--- config.mk ---
export PLATFORM = sky130hd
export DESIGN_NAME = instruction_fetch
export DESIGN_NICKNAME = d
export VERILOG_FILES = /design/src/rtl/instruction_fetch.sv
export SDC_FILE = /design/constraint.sdc
export NUM_CORES = 1
export LEC_CHECK = 0
export BUFFER_PORTS_ARGS = -buffer_cell sky130_fd_sc_hd__buf_2
export CAP_MARGIN = 15
export CORE_MARGIN = 10
export CORE_UTILIZATION = 50
export CTS_CLUSTER_DIAMETER = 40
export DETAILED_ROUTE_END_ITERATION = 10
export PLACE_DENSITY = 0.74
export RECOVER_POWER = 25
export SETUP_SLACK_MARGIN = 0.5
export SYNTH_ARGS = -nofsm -noshare
export SYNTH_HDL_FRONTEND = slang
export SYNTH_SLANG_ARGS = --single-unit
--- constraint.sdc ---
create_clock -name clk -period 13.5 [get_ports clk]
set_clock_uncertainty 0.05 [all_clocks]
set_input_delay 0.675 -clock clk [delete_from_list [all_inputs] [get_ports clk]]
set_output_delay 0.675 -clock clk [all_outputs]
set_load 0.05 [all_outputs]
--- src/rtl/instruction_fetch.sv ---
// Instruction fetch: issues reads at the instruction pointer and
// buffers in-order responses in a 2-entry FIFO, dropping stale ones.
module instruction_fetch #(
    parameter int bits  = 32,
    parameter int isize = 2
) (
    input  logic                  clk,
    input  logic                  rst,
    input  logic [bits-1:0]       ip_addr,
    output logic                  ip_incr,
    input  logic                  redirect,
    output logic                  mem_req_valid,
    input  logic                  mem_req_ready,
    output logic [bits-1:0]       mem_req_addr,
    input  logic                  mem_rsp_valid,
    input  logic [(8<<isize)-1:0] mem_rsp_data,
    output logic                  inst_valid,
    input  logic                  inst_ready,
    output logic [(8<<isize)-1:0] inst_data,
    output logic [bits-1:0]       inst_addr
);
    localparam int IW = 8 << isize;

    logic [1:0]      pend_q, pend_d;
    logic [1:0]      drop_q, drop_d;
    logic [1:0]      buf_q, buf_d;
    logic            aq_wr_q, aq_wr_d;
    logic            aq_rd_q, aq_rd_d;
    logic            fw_q, fw_d;
    logic            fr_q, fr_d;
    logic [bits-1:0] aq_q [2];
    logic [IW-1:0]   fd_q [2];
    logic [bits-1:0] fa_q [2];

    logic [2:0] credit;
    logic       rsp_take;
    logic       accept;
    logic       push;
    logic       pop;

    assign inst_valid   = !rst && (buf_q != 2'd0);
    assign inst_data    = fd_q[fr_q];
    assign inst_addr    = fa_q[fr_q];
    assign mem_req_addr = ip_addr;
    assign ip_incr      = accept;

    // Credit check, event decode and next-state counters/pointers.
    always_comb begin
        credit   = {1'b0, pend_q - drop_q} + {1'b0, buf_q};
        rsp_take = mem_rsp_valid && (pend_q != 2'd0);
        // With two requests in flight (all marked for drop) a new
        // request may only go out when one of them retires now, so
        // pending and the address queue never exceed two entries.
        mem_req_valid = !rst && !redirect
                        && (credit < 3'd2)
                        && ((pend_q != 2'd2) || rsp_take);
        accept = mem_req_valid && mem_req_ready;
        push   = rsp_take && (drop_q == 2'd0) && !redirect;
        pop    = inst_valid && inst_ready && !redirect;

        pend_d  = pend_q + {1'b0, accept} - {1'b0, rsp_take};
        drop_d  = drop_q;
        buf_d   = buf_q;
        aq_wr_d = aq_wr_q ^ accept;
        aq_rd_d = aq_rd_q ^ rsp_take;
        fw_d    = fw_q;
        fr_d    = fr_q;

        if (redirect) begin
            drop_d = pend_q - {1'b0, rsp_take};
            buf_d  = 2'd0;
            fw_d   = 1'b0;
            fr_d   = 1'b0;
        end else begin
            if (rsp_take && (drop_q != 2'd0)) begin
                drop_d = drop_q - 2'd1;
            end
            buf_d = buf_q + {1'b0, push} - {1'b0, pop};
            fw_d  = fw_q ^ push;
            fr_d  = fr_q ^ pop;
        end
    end

    // Control state register with synchronous reset.
    always_ff @(posedge clk) begin
        if (rst) begin
            pend_q  <= 2'd0;
            drop_q  <= 2'd0;
            buf_q   <= 2'd0;
            aq_wr_q <= 1'b0;
            aq_rd_q <= 1'b0;
            fw_q    <= 1'b0;
            fr_q    <= 1'b0;
        end else begin
            pend_q  <= pend_d;
            drop_q  <= drop_d;
            buf_q   <= buf_d;
            aq_wr_q <= aq_wr_d;
            aq_rd_q <= aq_rd_d;
            fw_q    <= fw_d;
            fr_q    <= fr_d;
        end
    end

    // Address queue and instruction FIFO storage (no reset needed).
    always_ff @(posedge clk) begin
        if (!rst && accept) begin
            aq_q[aq_wr_q] <= ip_addr;
        end
        if (!rst && push) begin
            fd_q[fw_q] <= mem_rsp_data;
            fa_q[fw_q] <= aq_q[aq_rd_q];
        end
    end

endmodule

# After elaboration in Yosys (flattened, before gate mapping)
# Memories as Yosys holds them, arrays and structs flattened. A register that Yosys moved wholly into a read port is not among the register bits.
# Index checks and enable logic that the tools add are counted.
[word_totals]
ramBits = 192
elab_cells = 55
output_inout_bits = 99
in_bits = 70
ff_bits = 10
n_memories = 3
[mem_list]
columns = ["name", "words", "width", "rd", "rd_clocked_by_memory_dff", "wr", "line", "rtl"]
rows = [
  ["aq_q", 2, 32, 1, 1, 1, "31", "logic [bits-1:0] aq_q [2];"],
  ["fa_q", 2, 32, 1, 1, 1, "33", "logic [bits-1:0] fa_q [2];"],
  ["fd_q", 2, 32, 1, 1, 1, "32", "logic [IW-1:0] fd_q [2];"],
]
[classes]
n_lt_le_gt_ge = 1
muxes = 9
reduce_logical = 22
n_addsub = 8
n_eq_ne = 1
bitwise_logic = 4
[ops]
columns = ["op", "n"]
rows = [
  ["1-bit logical AND", 13],
  ["2-bit nonzero test", 4],
  ["1-bit 2-to-1 mux", 7],
  ["2-bit by 1-bit subtractor with 2-bit output", 3],
  ["2-bit by 1-bit adder with 2-bit output", 2],
  ["2-bit 2-to-1 mux", 2],
  ["1-bit bitwise XOR", 4],
  ["2-bit by 2-bit adder with 3-bit output", 1],
  ["3-bit by 2-bit < comparator with 1-bit output, second input constant", 1],
  ["1-bit zero test", 2],
  ["2-bit zero test", 1],
  ["2-bit inequality test, second input constant", 1],
  ["2-bit OR reduction", 1],
  ["2-bit by 1-bit subtractor with 2-bit output, second input constant", 1],
  ["2-bit subtractor", 1],
  ["1-bit logical OR", 1],
]

# Logic depth before layout (Yosys ltp)
# Gate-level depths: netlist of run 1.
[depth]
ltp_word = 9
mapped_depth = 11
ltp_nobuf = 11

# Worst setup path before layout of run 1
# Ideal clock, no wire load.
[synth_timing]
path_kind = "input to register"
startpoint = "input rst"
endpoint = "memory fa_q[0][0], enable pin"
setup_ns = 0.566
cell_stages = 4
setup_slack_ns = 7.362
arrival_ns = 5.522
cell_sequence = "buf_6 or2_1 buf_6 nor3_1"
[synth_via]
elab_chain_len = 4
[synth_lines]
columns = ["element", "line", "rtl"]
rows = [
  ["start: declaration", "8", "input logic rst,"],
  ["1-bit zero test", "110", "if (!rst && push) begin"],
  ["1-bit logical AND", "110", ""],
  ["1-bit 2-to-1 mux", "110", ""],
  ["1-bit 2-to-1 mux (not written as such)", "112", "fa_q[fw_q] <= aq_q[aq_rd_q];"],
  ["end: declaration", "33", ""],
]
# No other way between the ends.

# Worst setup path after layout of run 1
[layout_timing]
startpoint = "register pend_q[0]"
endpoint = "output ip_incr"
[layout_via]
elab_chain_len = 6
[layout_lines]
columns = ["element", "line", "rtl"]
rows = [
  ["start: declaration", "24", "logic [1:0] pend_q, pend_d;"],
  ["start signal: assignment", "95", "pend_q <= pend_d;"],
  ["2-bit subtractor", "49", "credit = {1'b0, pend_q - drop_q} + {1'b0, buf_q};"],
  ["2-bit by 2-bit adder with 3-bit output", "49", ""],
  ["3-bit by 2-bit < comparator with 1-bit output", "55", "&& (credit < 3'd2)"],
  ["1-bit logical AND", "55", ""],
  ["1-bit logical AND (*)", "56", "&& ((pend_q != 2'd2) || rsp_take);"],
  ["1-bit logical AND (*)", "57", "accept = mem_req_valid && mem_req_ready;"],
  ["end: declaration", "10", "output logic ip_incr,"],
]
# Mark *: on every way between the ends. The rest lies on a longest branch, timed or not.

==> results of run 1 <==
==> final timing paths <==
kind | from | to | slack (ps) | cells past startpoint
setup / recovery | pend_q[0] | ip_incr | 10090 | 9
hold / removal | mem_rsp_data[29] | fd_q[0][29] | 310 | 1
setup reg to reg | pend_q[0] | aq_q[1][4] | 10550 | 8
hold reg to reg | fw_q | fw_q | 440 | 2
==> state kept, by name, indices dropped and copies added, names as in the netlist <==
name	cells
buf_q	2
aq_rd_q	1
pend_q	2
aq_wr_q	1
fr_q	1
fa_q	64
fd_q	64
aq_q	64
fw_q	1
drop_q	2
==> routing by layer <==
metal  share of wire [%]  up-vias
met5                   0        -
met4                 1.8        0
met3                 8.3       23
met2                  50      161
met1                  40     1950
li1                    -     1831
==> power groups by stage <==
stage	clock network [W]	registers [W]	logic, W
3_3_place_gp	0	0.000776	0.000212
4_1_cts	0.000668	0.000766	0.000222
6_report	0.000651	0.000765	0.000217
5_1_grt	0.000697	0.000770	0.000234
3_5_place_dp	0	0.000779	0.000220
2_1_floorplan	0	0.000762	0.000185
==> cell families (layout without fill, tap and decap cells) <==
| kind of cell | count (synthesis) | after routing | synth area share, % |
|---|---|---|---|
| xor+xnor | 8 | 8 | 0.901 |
| mux | 96 | 96 | 13.9 |
| simple gates | 29 | 29 | 2.12 |
| compound gates | 9 | 9 | 0.724 |
| buf+inv | 53 | 229 | 4.44 |
| fa+ha+maj | 7 | 7 | 1.22 |
| flops | 202 | 202 | 76.7 |
==> per-stage QoR <==
step	area, sq um	util [%]	cells	total power (W)
2_1_floorplan	7780	-	404	0.000947
3_3_place_gp	8600	56.6	720	0.000989
3_5_place_dp	8600	56.6	720	0.000999
4_1_cts	9460	62.2	768	0.00166
5_1_grt	9390	61.8	768	0.00170
6_report	9390	61.8	768	0.00163
==> critical path, cell delays in order (launching register included) <==
cell and delay, ps:
dfxtp_1 380, inv_1 90, ha_1 210, xnor2_1 130
xnor2_1 150, fa_1 550, nand2_1 70, nor3_2 160
and2_1 180, buf_2 270
==> layout make-up <==
cell class              instances  area share, %
inverters                       8          0.320
well taps                     188           2.50
flip-flops and latches        202           63.6
clock inverters                20           1.89
multi-input cells             149           15.8
repair buffers                173           8.66
clock buffers                  28           7.23
==> cell usage in the layout, fill, tap and decap left out, drive strengths merged, types with 3 or more instances in the layout <==
master    instances
xor2              3
clkbuf           80
buf             121
ha                6
mux2             96
edfxtp          192
nor3              4
xnor2             5
nor2              8
o21ai             3
clkinvlp          5
dfxtp            10
inv              12
clkinv           10
==> key figures, run 1 <==
Clocking
  • Clock Tree Buf Depth: 3
  • # clock sinks: ~200
  • Reg clk slew, reported paths: 60 ps
  • Root cell of the clock tree: clkbuf_16
  • Cells resized by post-CTS repair: 0
  • Htree depth: 1
  • Post CTS Setup Buffer Count: 0
  • CTS tree: built
  • Skew-Pair Late Insertion Delay: slightly above 500 ps
  • CTS Buf Count: 27
  • Post-CTS Hold Buffers: 0

Cells and area
  • Area of the multi-input gates: 1490 sq um
  • Share of layout cells above drive strength 1: approximately 47%
  • Antenna diode count: 0
  • Register area: between 5000 and 6000 sq um
  • Area grow syn2layout: 20.7%
  • Fill count: ~1100
  • Net count, final: roughly 640

Floorplanning
  • Core Box Area: 15200 sq um
  • # IOs: between 150 and 200
  • Row Count: 45
  • Initial core utilization: between 50 and 60%
  • Die Area: 20900 sq um
  • Die X: approximately 140 um
  • Die height: 145 um

Synthesis
  • Synth cell types: 35
  • Syn nets: ~480
  • YS warnings: 0
  • Post-Syn Area: between 7000 and 8000 sq um
  • Post-Syn Instances: a little over 400
  • Synth Flop Type: edfxtp_1
  • FFs w/ async S/R, synth: 0%
  • Synth top area cells: edfxtp_1, mux2_2, buf_4
  • Top-count cell post-synth: edfxtp_1
  • Synth area leader: edfxtp_1
  • Avg Inst Size Synth: 19.3 sq um
  • Share of the synthesized area in the top cell type: around three quarters
  • Most common library cells after synthesis: edfxtp_1, mux2_2, buf_4, dfxtp_1, buf_2
  • Flops & latches, synth: around 200
  • Post-synth EDFFs: between 150 and 200
  • Seq/Total Area, Yosys: ~77%

Worst setup path
  • Worst EP arrival: 2690 ps
  • Crit Path Class: reg2out
  • CP max FO: 4
  • Worst EP required: 12770 ps
  • Nature of the critical path endpoint: output port
  • Setup crit start kind: register

Global routing
  • Vias in the first global route: 4279
  • Initial antenna violation count: 0
  • M1 GR Usage: between 15 and 20%
  • Top Usage Layer GRT: met2
  • Largest net degree at the start of global routing: 66
  • First-pass GRT wire length: 22200 um
  • Overflow after GRT: 0
  • All-layer global routing usage: between 10% and 20%
  • Global routing usage on met3: around 3.8%
  • Global Route met2 Usage: roughly a quarter

Placed design
  • GPL Wtd Cong: just over 0.8
  • Port buffer count: about 170
  • Detailed placement HPWL: approximately 9500 um
  • DP Worst Slack: around 11000 ps

Run
  • Total of max-cap violations: 0

Worst hold path
  • Hold Crit Class: in2reg

Timing
  • Final WS setup: just over 10000 ps
  • Rel. slew slack: 38.7%
  • Hold Vio Cnt, Final: 0
  • Setup TNS: 0 ps
  • RSZ-0062 raised after global routing: no
  • Final setup fails: 0
  • Slew @ Worst Pin: 919 ps
  • Upper clock frequency limit: just under 300 MHz
  • Tmin final: between 3000 and 4000 ps
  • Slew Limit Fails: 0
  • Final Hold Slack: 313 ps
  • Period utilization: around 25%

Pwr
  • Logic gate share of total power: a little over an eighth
  • Sw Pwr: about 0.00042 W
  • Pleak: between 3 and 4 nW
  • Power per cell area: ~170 nW/um^2
  • P_int: roughly 0.0012 W
  • Sw frac: roughly 26%
  • VDD IR-drop max: roughly 0.12 mV
  • Seq pwr share: roughly 47%
  • Clk pwr share: between 30% and 40%

Routing
  • DR vias: around 4000
  • Post-Route WL: approximately 14000 um
  • Post-route ant nets: 0
  • Detailed Route Iter0 Violations: 200
  • Initial DRT Pass Iterations: 4
  • Routed WL per cell: approximately 19 um
  • Detailed-route DRC error count: 0
  • Vias per Instance: slightly above 5

Outcome
  • Status: complete, no violations
(Power assumes the default switching activity.)
==> run 2, diff against run 1 <==
Clock period 13.5 ns to 3.2 ns, I/O delays scaled along.
==> run 2 against run 1 <==
Against the previous run: via count grew 5.4%; cell area increased by 8.5%; sequential share of layout area shrank 5.0 points; largest power group unchanged; clock-buffer cell count up 1.
==> key figures, run 2 (synthesis gave the netlist of run 1 again) <==
Timing
  • Slew Limit Fails: 0
  • Hold Vio Cnt, Final: 0
  • Period utilization: 84.0%
  • Final setup fails: 0
  • Tmin final: approximately 2700 ps
  • RSZ-0062 raised after global routing: yes
  • Setup TNS: 0 ps
  • Rel. slew slack: 39.9%
  • Upper clock frequency limit: around 370 MHz
  • Slew @ Worst Pin: between 900 and 1000 ps

Worst setup path
  • Crit-path cells: inv_2 -> ha_4 -> xnor2_2 -> xnor2_1 -> fa_1 -> nand2_1 -> nor3_4 -> and2_4 -> buf_8
  • Reg-to-Reg End: aq_q[1][1]
  • CP Buf/Inv Count: 2
  • Worst EP required: roughly 3000 ps
  • Setup crit start kind: register
  • Worst EP arrival: about 2500 ps
  • CP delay by family, top: adder cells
  • CP max FO: 4
  • R2R setup slack: roughly 600 ps
  • Worst r2r src: pend_q[0]
  • Slowest stage cell, crit path: fa_1
  • Worst setup path start: pend_q[0]
  • Crit Path Class: reg2out
  • Nature of the critical path endpoint: output port
  • R2R cell count: 8
  • Worst path max stage delay: ~530 ps

Run
  • Total of max-cap violations: 0

Global routing
  • Largest net degree at the start of global routing: 66
  • All-layer global routing usage: between 10% and 20%
  • First-pass GRT wire length: ~25000 um
  • Vias in the first global route: ~4700
  • Overflow after GRT: 0
  • Initial antenna violation count: 0

Floorplanning
  • # IOs: around 170
  • Die X: 145 um
  • Core Box Area: between 15000 and 20000 sq um
  • Initial core utilization: around half
  • Die height: 145 um
  • Die Area: about 21000 sq um
  • Row Count: between 40 and 50

Clocking
  • CTS Buf Count: 27
  • Htree depth: 1
  • Skew-Pair Late Insertion Delay: roughly 510 ps
  • Root cell of the clock tree: clkbuf_16
  • Clock Tree Buf Depth: 3
  • Reg clk slew, reported paths: around 60 ps
  • CTS tree: built
  • # clock sinks: ~200

Routing
  • Routed WL per cell: between 15 and 20 um
  • Detailed Route Iter0 Violations: roughly 170
  • DR vias: roughly 4200
  • Post-route ant nets: 0
  • Detailed-route DRC error count: 0
  • Post-Route WL: 15800 um
  • Initial DRT Pass Iterations: 4
  • Vias per Instance: approximately 5

Cells and area
  • Commonest non-fill, non-tap cell in the layout: edfxtp_1
  • Final Non-Filler Cells: ~840
  • Area grow syn2layout: 31.0%
  • Antenna diode count: 0
  • Most frequent cells in the layout: edfxtp_1, buf_2, mux2_2
  • Leading registers by flop count: aq_q: 64 flops, fa_q: 64 flops, fd_q: 64 flops
  • Share of layout cells above drive strength 1: approximately 42%
  • Net count, final: between 700 and 800

Worst hold path
  • Hold Startpoint: inst_ready
  • Hold path cells: 4
  • Hold Crit Class: in2reg
  • WHS Endpoint: fr_q

Pwr
  • VDD IR-drop max: roughly 0.52 mV
  • Power per cell area: 697 nW/um^2
  • Pleak: 3.61 nW

Outcome
  • Status: complete, no violations

Placed design
  • Placed cell count: 720
  • GPL Wtd Cong: around 0.85
  • Port buffer count: between 150 and 200
  • Detailed placement HPWL: roughly 9800 um
==> run 2: worst register-to-register path: stages (launching register included) <==
cell,delay (ps)
dfxtp_2,360
inv_2,60
ha_4,160
xnor2_2,130
xnor2_1,150
fa_1,530
nand2_1,100
nor3_4,150
and3_4,530
==> run 2: how the worst max path moves through the flow <==
| stage | cells past startpoint | slack (ps) | to |
|---|---|---|---|
| final | 9 | 510 | ip_incr |
| after global routing | 9 | 410 | ip_incr |
| after CTS | 9 | 500 | ip_incr |
| after detailed placement | 8 | 510 | aq_q[0][2] |
| after global placement | 8 | 650 | aq_q[0][3] |
| after floorplan | 7 | 180 | aq_q[0][0] |
==> run 2: timing repair <==
action,4_1_cts,5_1_grt
gates resized for setup,3,1
pin swaps,2,1
hold buffers,66,0
hold endpoints to repair,134,0
endpoints found under the setup margin,34,57
setup buffers,1,0
cloned,0,0
==> run 2: area by class of cell <==
class	count	area, sq um
clock buffers	29	683
clock inverters	20	189
fillers	1023	5010
inverters	8	30.0
multi-input cells	149	1560
flip-flops and latches	202	5970
well taps	188	235
repair buffers	240	1520
==> run 2: report_power, final <==
group	switching (W)	internal, W
clock	0.00114	0.00167
combinational	0.000628	0.000424
sequential	0.000122	0.00311
==> run 2: layer usage <==
metal  global-route usage, %  share of wire (%)  vias up
li1                        -                  -     1976
met3                    4.14                7.6       26
met4                    5.16                2.1        0
met1                    17.3                 40     2023
met2                    26.3                 50      154
met5                       0                  0        -
==> run 2: per-stage QoR <==
step | cell area (sq um) | utilization, % | setup WS [ps] | hold slack [ps] | total power [W]
final | 10200 | 67.0 | 513 | 24.3 | 0.00710
after global routing | 10200 | 67.0 | 406 | 64.4 | 0.00738
after CTS | 10300 | 67.5 | 503 | 3.48 | 0.00718
after detailed placement | 8710 | 57.3 | 512 | 301 | 0.00429
after global placement | 8710 | 57.3 | 645 | 299 | 0.00423
after floorplan | 7880 | - | 176 | 209 | 0.00404
